**src/rtl/inst_mem_controller.sv**
```systemverilog
// inst_mem_controller: read-only burst engine that fetches BURST_LEN
// little-endian 32-bit instructions from a byte-wide RAM for the fetcher.
module inst_mem_controller #(
  parameter int BURST_LEN  = 8,
  parameter int ADDR_WIDTH = 32
) (
  input  logic                  clk_in,
  input  logic                  rst_in,
  input  logic                  rdy_in,
  input  logic                  enable_from_fetcher,
  input  logic [31:0]           address_from_fetcher,
  input  logic                  reset_from_fetcher,
  output logic [31:0]           inst_to_fetcher,
  output logic                  one_inst_finish_to_fetcher,
  output logic                  end_to_fetcher,
  output logic [ADDR_WIDTH-1:0] mem_a,
  output logic                  mem_wr,
  output logic [7:0]            mem_dout,
  input  logic [7:0]            mem_din
);

  localparam int TOTAL_BYTES = 4 * BURST_LEN;
  localparam int CNT_WIDTH   = $clog2(TOTAL_BYTES + 1);

  typedef enum logic [1:0] {IDLE, READ, DONE} state_t;

  state_t                state;
  logic [ADDR_WIDTH-1:0] base;
  logic [CNT_WIDTH-1:0]  issued_bytes;
  logic [CNT_WIDTH-1:0]  received_bytes;
  logic [7:0]            inst_cnt;
  logic                  inflight;
  logic                  data_valid;
  logic [23:0]           partial;

  // The RAM is only ever read.
  assign mem_wr   = 1'b0;
  assign mem_dout = 8'h00;

  // Burst sequencer: issues byte addresses, assembles words, strobes the fetcher.
  // An address driven on mem_a is captured by the RAM at the next edge and its
  // byte is sampled one edge later, hence the inflight -> data_valid pipeline.
  always_ff @(posedge clk_in) begin
    if (rst_in) begin
      state                      <= IDLE;
      base                       <= '0;
      issued_bytes               <= '0;
      received_bytes             <= '0;
      inst_cnt                   <= '0;
      inflight                   <= 1'b0;
      data_valid                 <= 1'b0;
      partial                    <= '0;
      mem_a                      <= '0;
      inst_to_fetcher            <= '0;
      one_inst_finish_to_fetcher <= 1'b0;
      end_to_fetcher             <= 1'b0;
    end else if (!rdy_in) begin
      one_inst_finish_to_fetcher <= 1'b0;
      end_to_fetcher             <= 1'b0;
      inflight                   <= 1'b0;
      data_valid                 <= 1'b0;
      if (state == READ) begin
        mem_a        <= base + ADDR_WIDTH'(received_bytes);
        issued_bytes <= received_bytes;
      end
    end else begin
      one_inst_finish_to_fetcher <= 1'b0;
      end_to_fetcher             <= 1'b0;
      case (state)
        IDLE: begin
          if (enable_from_fetcher && !reset_from_fetcher) begin
            base           <= ADDR_WIDTH'(address_from_fetcher);
            mem_a          <= ADDR_WIDTH'(address_from_fetcher);
            inflight       <= 1'b1;
            data_valid     <= 1'b0;
            issued_bytes   <= CNT_WIDTH'(1);
            received_bytes <= '0;
            inst_cnt       <= '0;
            state          <= READ;
          end
        end
        READ: begin
          if (reset_from_fetcher) begin
            inflight   <= 1'b0;
            data_valid <= 1'b0;
            state      <= IDLE;
          end else begin
            data_valid <= inflight;
            if (issued_bytes < CNT_WIDTH'(TOTAL_BYTES)) begin
              mem_a        <= base + ADDR_WIDTH'(issued_bytes);
              issued_bytes <= issued_bytes + CNT_WIDTH'(1);
              inflight     <= 1'b1;
            end else begin
              inflight <= 1'b0;
            end
            if (data_valid) begin
              received_bytes <= received_bytes + CNT_WIDTH'(1);
              case (received_bytes[1:0])
                2'd0: partial[7:0]   <= mem_din;
                2'd1: partial[15:8]  <= mem_din;
                2'd2: partial[23:16] <= mem_din;
                default: begin
                  inst_to_fetcher            <= {mem_din, partial};
                  one_inst_finish_to_fetcher <= 1'b1;
                  inst_cnt                   <= inst_cnt + 8'd1;
                  if (inst_cnt == 8'(BURST_LEN - 1)) begin
                    state <= DONE;
                  end
                end
              endcase
            end
          end
        end
        DONE: begin
          inflight   <= 1'b0;
          data_valid <= 1'b0;
          if (!reset_from_fetcher) begin
            end_to_fetcher <= 1'b1;
          end
          state <= IDLE;
        end
        default: state <= IDLE;
      endcase
    end
  end

endmodule

```
**config.mk**
```make
export PLATFORM = sky130hd
export DESIGN_NAME = inst_mem_controller
export DESIGN_NICKNAME = d
export VERILOG_FILES = /design/src/rtl/inst_mem_controller.sv
export SDC_FILE = /design/constraint.sdc
export NUM_CORES = 1
export LEC_CHECK = 0
export CAP_MARGIN = 20
export CORE_MARGIN = 2
export CORE_UTILIZATION = 35
export DETAILED_ROUTE_END_ITERATION = 6
export PLACE_DENSITY = 0.63
export SLEW_MARGIN = 10
export SYNTH_ARGS = -nofsm -noshare
export SYNTH_HDL_FRONTEND = slang
export SYNTH_SLANG_ARGS = --single-unit
export TNS_END_PERCENT = 50
```
**constraint.sdc**
```tcl
create_clock -name clk_in -period 3.18 [get_ports clk_in]
set_input_delay 0.636 -clock clk_in [delete_from_list [all_inputs] [get_ports clk_in]]
set_output_delay 0.636 -clock clk_in [all_outputs]
set_load 0.02 [all_outputs]
```
Yosys cells after proc, flatten, opt, wreduce, memory -nomap -nowiden
Cells that the tools add are included.
- bits in registers: 146
- input bits: 45
- output and inout bits: 75
- word-level logic and storage cells: 98
- add/subtract/negate cells: 5
- order comparisons: 1
- eq/ne operators: 15
- muxes and demuxes: 36
- bitwise logic cells: 6
- reductions and logical operators: 21
- operator list (kind ; number):
    32-bit 2-to-1 mux ; 5
    32-bit by 6-bit adder with 32-bit output ; 2
    32-bit one-hot mux with 2 select lines ; 1
    6-bit 2-to-1 mux ; 8
    5-bit AND reduction ; 7
    8-bit 2-to-1 mux ; 4
    6-bit one-hot mux with 2 select lines ; 2
    8-bit one-hot mux with 2 select lines ; 1
    6-bit by 1-bit adder with 6-bit output (second input constant) ; 2
    3-bit inequality test (second input constant) ; 4
    2-bit 2-to-1 mux ; 5
    8-bit by 1-bit adder with 8-bit output (second input constant) ; 1
    8-bit by 3-bit == test with 1-bit output (second input constant) ; 1
    2-bit inequality test (second input constant) ; 4
    1-bit 2-to-1 mux ; 7
    6-bit less-than comparator (second input constant) ; 1
    3-bit by 2-bit inequality test with 1-bit output (second input constant) ; 2
    1-bit NOT ; 6
    1-bit one-hot mux with 3 select lines ; 2
    6-bit AND reduction ; 1
    3-bit OR reduction ; 2
    5-bit OR reduction ; 1
    2-bit by 1-bit == test with 1-bit output (second input constant) ; 2
    2-bit == test (second input constant) ; 2
    other kinds (9) ; 11

Logic depth before layout (Yosys ltp)
- depth after elaboration: 6
- depth in mapped cells: 9
- gate-level depth less buffers: 8

Least setup slack after synthesis
Ideal clock, no wire load.
- kind: register to register
- start: reg issued_bytes[0]
- end: reg mem_a[28]
- setup time: 0.074 ns
- arrival: 2.153 ns
- data required time: 3.106 ns
- path slack: 0.953 ns
- cell stages (with the launch flop): 9
- path buffers: 0
- period minus slack after synthesis: 2.227 ns
- path through: dfxtp_1 > ha_1 > fa_1 > a211oi_1 > o21ai_2 > nand4_2 > o21ai_0 > a311o_1 > a31oi_1
- cells in the longest elaborated chain, start to end: 5
- elaborated cells between the ends (all ways): 8
- classes of those cells: add/sub (1); order compare (1); eq/ne (1); mux (4); reduce/logical (1)
- ends and longest elaborated chain (item ; RTL line ; source):
    from (decl) ; 29 ; logic [CNT_WIDTH-1:0] issued_bytes;
    from (signal assigned) ; 64 ; issued_bytes <= received_bytes;
    from (signal assigned) ; 91 ; issued_bytes <= issued_bytes + CNT_WIDTH'(1);
    32-bit by 6-bit adder with 32-bit output ; 90 ; mem_a <= base + ADDR_WIDTH'(issued_bytes);
    32-bit 2-to-1 mux ; 89 ; if (issued_bytes < CNT_WIDTH'(TOTAL_BYTES)) begin
    32-bit 2-to-1 mux ; 83 ; if (reset_from_fetcher) begin
    32-bit one-hot mux with 2 select lines ; 69 ; case (state)
    32-bit 2-to-1 mux ; 57 ; end else if (!rdy_in) begin
    to (signal assigned) ; 63 ; mem_a <= base + ADDR_WIDTH'(received_bytes);
    to (signal assigned) ; 73 ; mem_a <= ADDR_WIDTH'(address_from_fetcher);
    to (signal assigned) ; 90 ;
    to (decl) ; 16 ; output logic [ADDR_WIDTH-1:0] mem_a,
Parallel ways exist; a longest one is shown, timed or not. The select of a mux whose other input is x is not followed.
A chain may end at the register's enable or synchronous reset.

Worst setup path after layout
- start: reg received_bytes[0]
- end: reg mem_a[28]
- cells in the longest elaborated chain, start to end: 3
- ends and longest elaborated chain (item ; RTL line ; source):
    from (decl) ; 30 ; logic [CNT_WIDTH-1:0] received_bytes;
    from (signal assigned) ; 97 ; received_bytes <= received_bytes + CNT_WIDTH'(1);
    32-bit by 6-bit adder with 32-bit output ; 63 ;
    32-bit 2-to-1 mux ; 62 ; if (state == READ) begin
    32-bit 2-to-1 mux ; 57 ;
No other way between the ends. The select of a mux whose other input is x is not followed.

==> summary by stage <==
STA
Setup repair after global routing left no endpoint under its margin. The part of the cycle the worst path needs is 86.93%. The final max-slew violation count is 0. The transition time at the pin with the least slew margin is 0.7603 ns. The setup violation total in the final timing report is 0. The shortest period the worst path allows is 2.764 ns. After routing, the total negative slack on setup checks comes to 0 ns. The final clock skew is 0.008565 ns. The normalized max-slew margin is 49.32%. The number of hold-slack violations in the final timing report is 0. Static timing analysis puts the maximum clock frequency at 361.7 MHz.

Clock tree
Buffers added to address setup during post-CTS repair amount to 0. The H-tree generated during clock tree synthesis spans 4 levels. Counting every sink on the clock net gives 146. The post-cts repair resize count is 0.

The clock passes through at most 2 buffers. The clock tree root buffer cell is clkbuf_16. The register clock-pin slew on the reported worst setup and hold paths is 0.07 ns. The clock insertion delay at the later pin of the skew report is 0.43 ns. The clock buffer count from CTS is 17. TritonCTS built the clock tree.

After clock tree synthesis, the flow added hold-fix buffers numbering 0.

Yosys
After technology mapping, the gate count stands at 983. After synthesis, the largest family of logic cells by area is simple AND/OR/NAND/NOR gates. The xor and xnor fraction of the mapped netlist area is 5.945%. In the synthesized netlist the async set-or-reset flop fraction comes to 0%. A synthesized cell averages 7.794 um2. Synthesis inferred 146 register bits. Yosys mapped the design onto 72 distinct sky130hd cell types. Counting flops with a built-in enable in the synthesized netlist gives 0. The portion of synthesized area spent on multiplexers is 0.7186%. Sequential elements use 38.15% of the synthesized area. For this run, the number of Yosys warnings is 0. Of the total synthesized cell area, the portion taken by AND, OR, NAND and NOR gates is 26.31%. The synthesized netlist devotes 3.462% of its cell area to adder and majority cells. The primary flip-flop cell chosen by synthesis mapping is dfxtp_1. The synthesized-area fraction occupied by ao, oa, aoi and oai cells is 18.83%. The synthesized netlist occupies a cell area of 7661 um2.

Die
The row count is 54. For this design the top-level I/O count stands at 120. The width of the die is 152.0 um.

The starting density of the core is 35.43%. The core area is 21620 um2. The die is 152.0 um tall.

The floorplan step defined a die boundary enclosing 23090 um2.

Route
Across all layers, the routed design uses 7349 vias. The iteration-0 DRC count of the detailed router is 521. In the final routed layout, each cell accounts on average for 16.95 um.

Before antenna repair, the detailed router went through 5 iterations. The number of remaining DRC errors is 0. Using the TritonRoute via totals, the vias-per-cell ratio works out to 5.396. In this run the remaining antenna-violating nets after routing total 0. The final layout contains routed wiring with a total length of 23080 um.

Critical path
Counting both buffers and inverters, the worst setup path holds a total of 0. Traced cell by cell, the critical path runs through ha_1, fa_1, a211oi_1, o21ai_1, nand4_1, o21a_1, o21ai_1, a31oi_1. The cell at the slowest stage of the critical path is o21ai_1. The critical-path maximum fanout is 8. On the critical path the largest part of the delay comes from compound AO/OA/AOI/OAI gates. For the worst setup path, the data arrival time is 3.04 ns. For this run, the slowest stage of the critical path takes 0.59 ns. The category of the worst setup path capture point is a flip-flop. The category of the most critical setup path is flip-flop to flip-flop. The most repeated library cell on the critical path is o21ai_1. STA classifies the critical path startpoint as a flip-flop. STA puts the critical path data required time at 3.46 ns.

Job
The tool flagged a number of max-cap violations equal to 0.

Placement
The last weighted congestion value of the routability-driven placer is 0.9329. Once placement finished, the instance area stood at 8927 um2. The wire-length estimate of the detail-placed layout is 16070 um. The count of input and output buffers is 110.

Global routing
The number of global-route vias before repair is 6871. The total grt overflow is 0. Global routing used 19.67% of the available tracks across all layers.

The first global-routing pass estimated 36870 um of wire. The number of antenna violations at the first check in global routing is 0. The largest net degree at the start of global routing is 74.

Finish
The layout has 2184 filler cells. The number of antenna diodes in the final layout is 0. From synthesis to final layout, the design area changed by 24.50%. The share of cells above drive strength 1 is 7.671%.

The summed area of non-filler cells in the final layout is 9538 um2. At the end of the flow, the number of nets in the layout was 1134.

Worst hold path
The worst hold path belongs to the class flip-flop to flip-flop.

Power
The static power due to leakage is 3.270 nW. Dividing total power by cell area gives a power density of 462.7 nW/um2. Across the VDD grid, the largest voltage drop is 340.1 uV.

The total power consumption of the routed design is 0.004413 W.

Status
The flow ran to the end, and the final reports show no timing, DRC or antenna violations.
-- path summary, 6_finish.rpt --
check / slack, ns / end / cells after the start / start
worst max register to register: 0.42 / mem_a[28] / 8 / received_bytes[0]
worst min-delay path: 0.45 / inst_to_fetcher[18] / 2 / inst_to_fetcher[18]
worst max-delay path: 0.42 / mem_a[28] / 8 / received_bytes[0]
worst min register to register: 0.45 / inst_to_fetcher[18] / 2 / inst_to_fetcher[18]
-- per-layer routing --
metal  part of all wire, %  routed length, um  vias to the layer above  global-route usage [%]
li1                      -                  -                     3606                       -
met3                   6.2               1428                       43                   3.423
met1                    44              10200                     3439                   26.34
met2                    48              10970                      261                   32.13
met5                     0                  0                        -                       0
met4                   2.1                489                        0                   6.631
-- cells in the mapped netlist (all sizes together), types with 4 or more instances --
| library cell | n | area (um2) |
|---|---|---|
| nand3 | 58 | 295.3 |
| a22oi | 6 | 45.04 |
| buf | 35 | 235.2 |
| a211o | 5 | 43.79 |
| nand2 | 208 | 780.8 |
| a211oi | 12 | 90.09 |
| nor2 | 71 | 266.5 |
| nor4 | 5 | 46.29 |
| or2 | 5 | 31.28 |
| a21o | 4 | 30.03 |
| or3 | 9 | 56.30 |
| ha | 18 | 225.2 |
| xnor2 | 30 | 262.8 |
| clkbuf | 43 | 212.7 |
| nor3 | 19 | 121.4 |
| inv | 14 | 52.55 |
| nand4 | 26 | 190.2 |
| dfxtp | 146 | 2923 |
| o221ai | 7 | 61.31 |
| a31oi | 6 | 37.54 |
| a221oi | 6 | 52.55 |
| mux2 | 4 | 45.04 |
| xor2 | 22 | 192.7 |
| nand2b | 6 | 37.54 |
| o21ai | 37 | 192.7 |
| o211ai | 12 | 90.09 |
| and3 | 6 | 37.54 |
| and2 | 7 | 43.80 |
| a21oi | 114 | 578.1 |
-- sequential cells by signal, indices dropped and copies added, names as in the netlist --
name / flops
inst_cnt: 8
end_to_fetcher: 1
state: 2
inflight: 1
inst_to_fetcher: 32
issued_bytes: 6
partial: 24
base: 32
mem_a: 32
data_valid: 1
received_bytes: 6
one_inst_finish_to_fetcher: 1
-- power by group --
group	switching, W	internal (W)	leakage [nW]
clock network	0.000977	0.00107	0.293
registers	0.0000502	0.00187	1.18
logic	0.000259	0.000186	1.79
total	0.00129	0.00313	3.27
-- placed cells by master, fill, tap and decap left out, types with 7 or more instances in the layout --
master / count
nand2_1: 208
nand4_1: 23
o21ai_0: 33
o221ai_1: 7
clkbuf_16: 17
or3_1: 9
xnor2_1: 30
conb_1: 9
buf_4: 26
inv_1: 14
o211ai_1: 12
nand3_1: 57
clkdlybuf4s50_1: 109
ha_1: 18
nor3_1: 15
a21oi_1: 112
a211oi_1: 12
dfxtp_1: 146
nor2_1: 69
xor2_1: 22
-- metrics by stage --
stage | instances | hold slack [ns] | utilization (%) | setup slack (ns)
detailed placement | 1330 | 0.4487 | 41.29 | 0.2386
global placement | 1330 | 0.4431 | 41.29 | 0.2948
finish | 1362 | 0.4549 | 44.11 | 0.4156
global route | 1362 | 0.4713 | 44.11 | 0.2003
CTS | 1362 | 0.4578 | 44.11 | 0.4297
floorplan | 991 | 0.4321 | - | 0.9531
-- area by class of cell --
cell class / count / area [um2] / share of cell area (%)
multi-input combinational: 753 / 4275 / 44.82
sequential: 146 / 2923 / 30.64
timing repair buffer: 137 / 1326 / 13.91
clock buffer: 17 / 425.4 / 4.460
tap: 280 / 350.3 / 3.673
clock inverter: 15 / 185.2 / 1.941
inverter: 14 / 52.55 / 0.5510
-- kinds of logic after synthesis --
logic type / count (synthesis)
adders and majority gates: 20
and+or+nand+nor: 432
xor gates and xnor gates: 52
AOI/OAI and AO/OA: 235
DFF: 146
other: 1
buffers and inverters: 92
muxes: 5
-- worst register-to-register path, cell delays in order, from the launching register on --
cell	delay, ns
dfxtp_1	0.46
ha_1	0.26
fa_1	0.25
a211oi_1	0.11
o21ai_1	0.59
nand4_1	0.43
o21a_1	0.28
o21ai_1	0.15
a31oi_1	0.09
No activity file was read; power rests on OpenSTA's default activity.
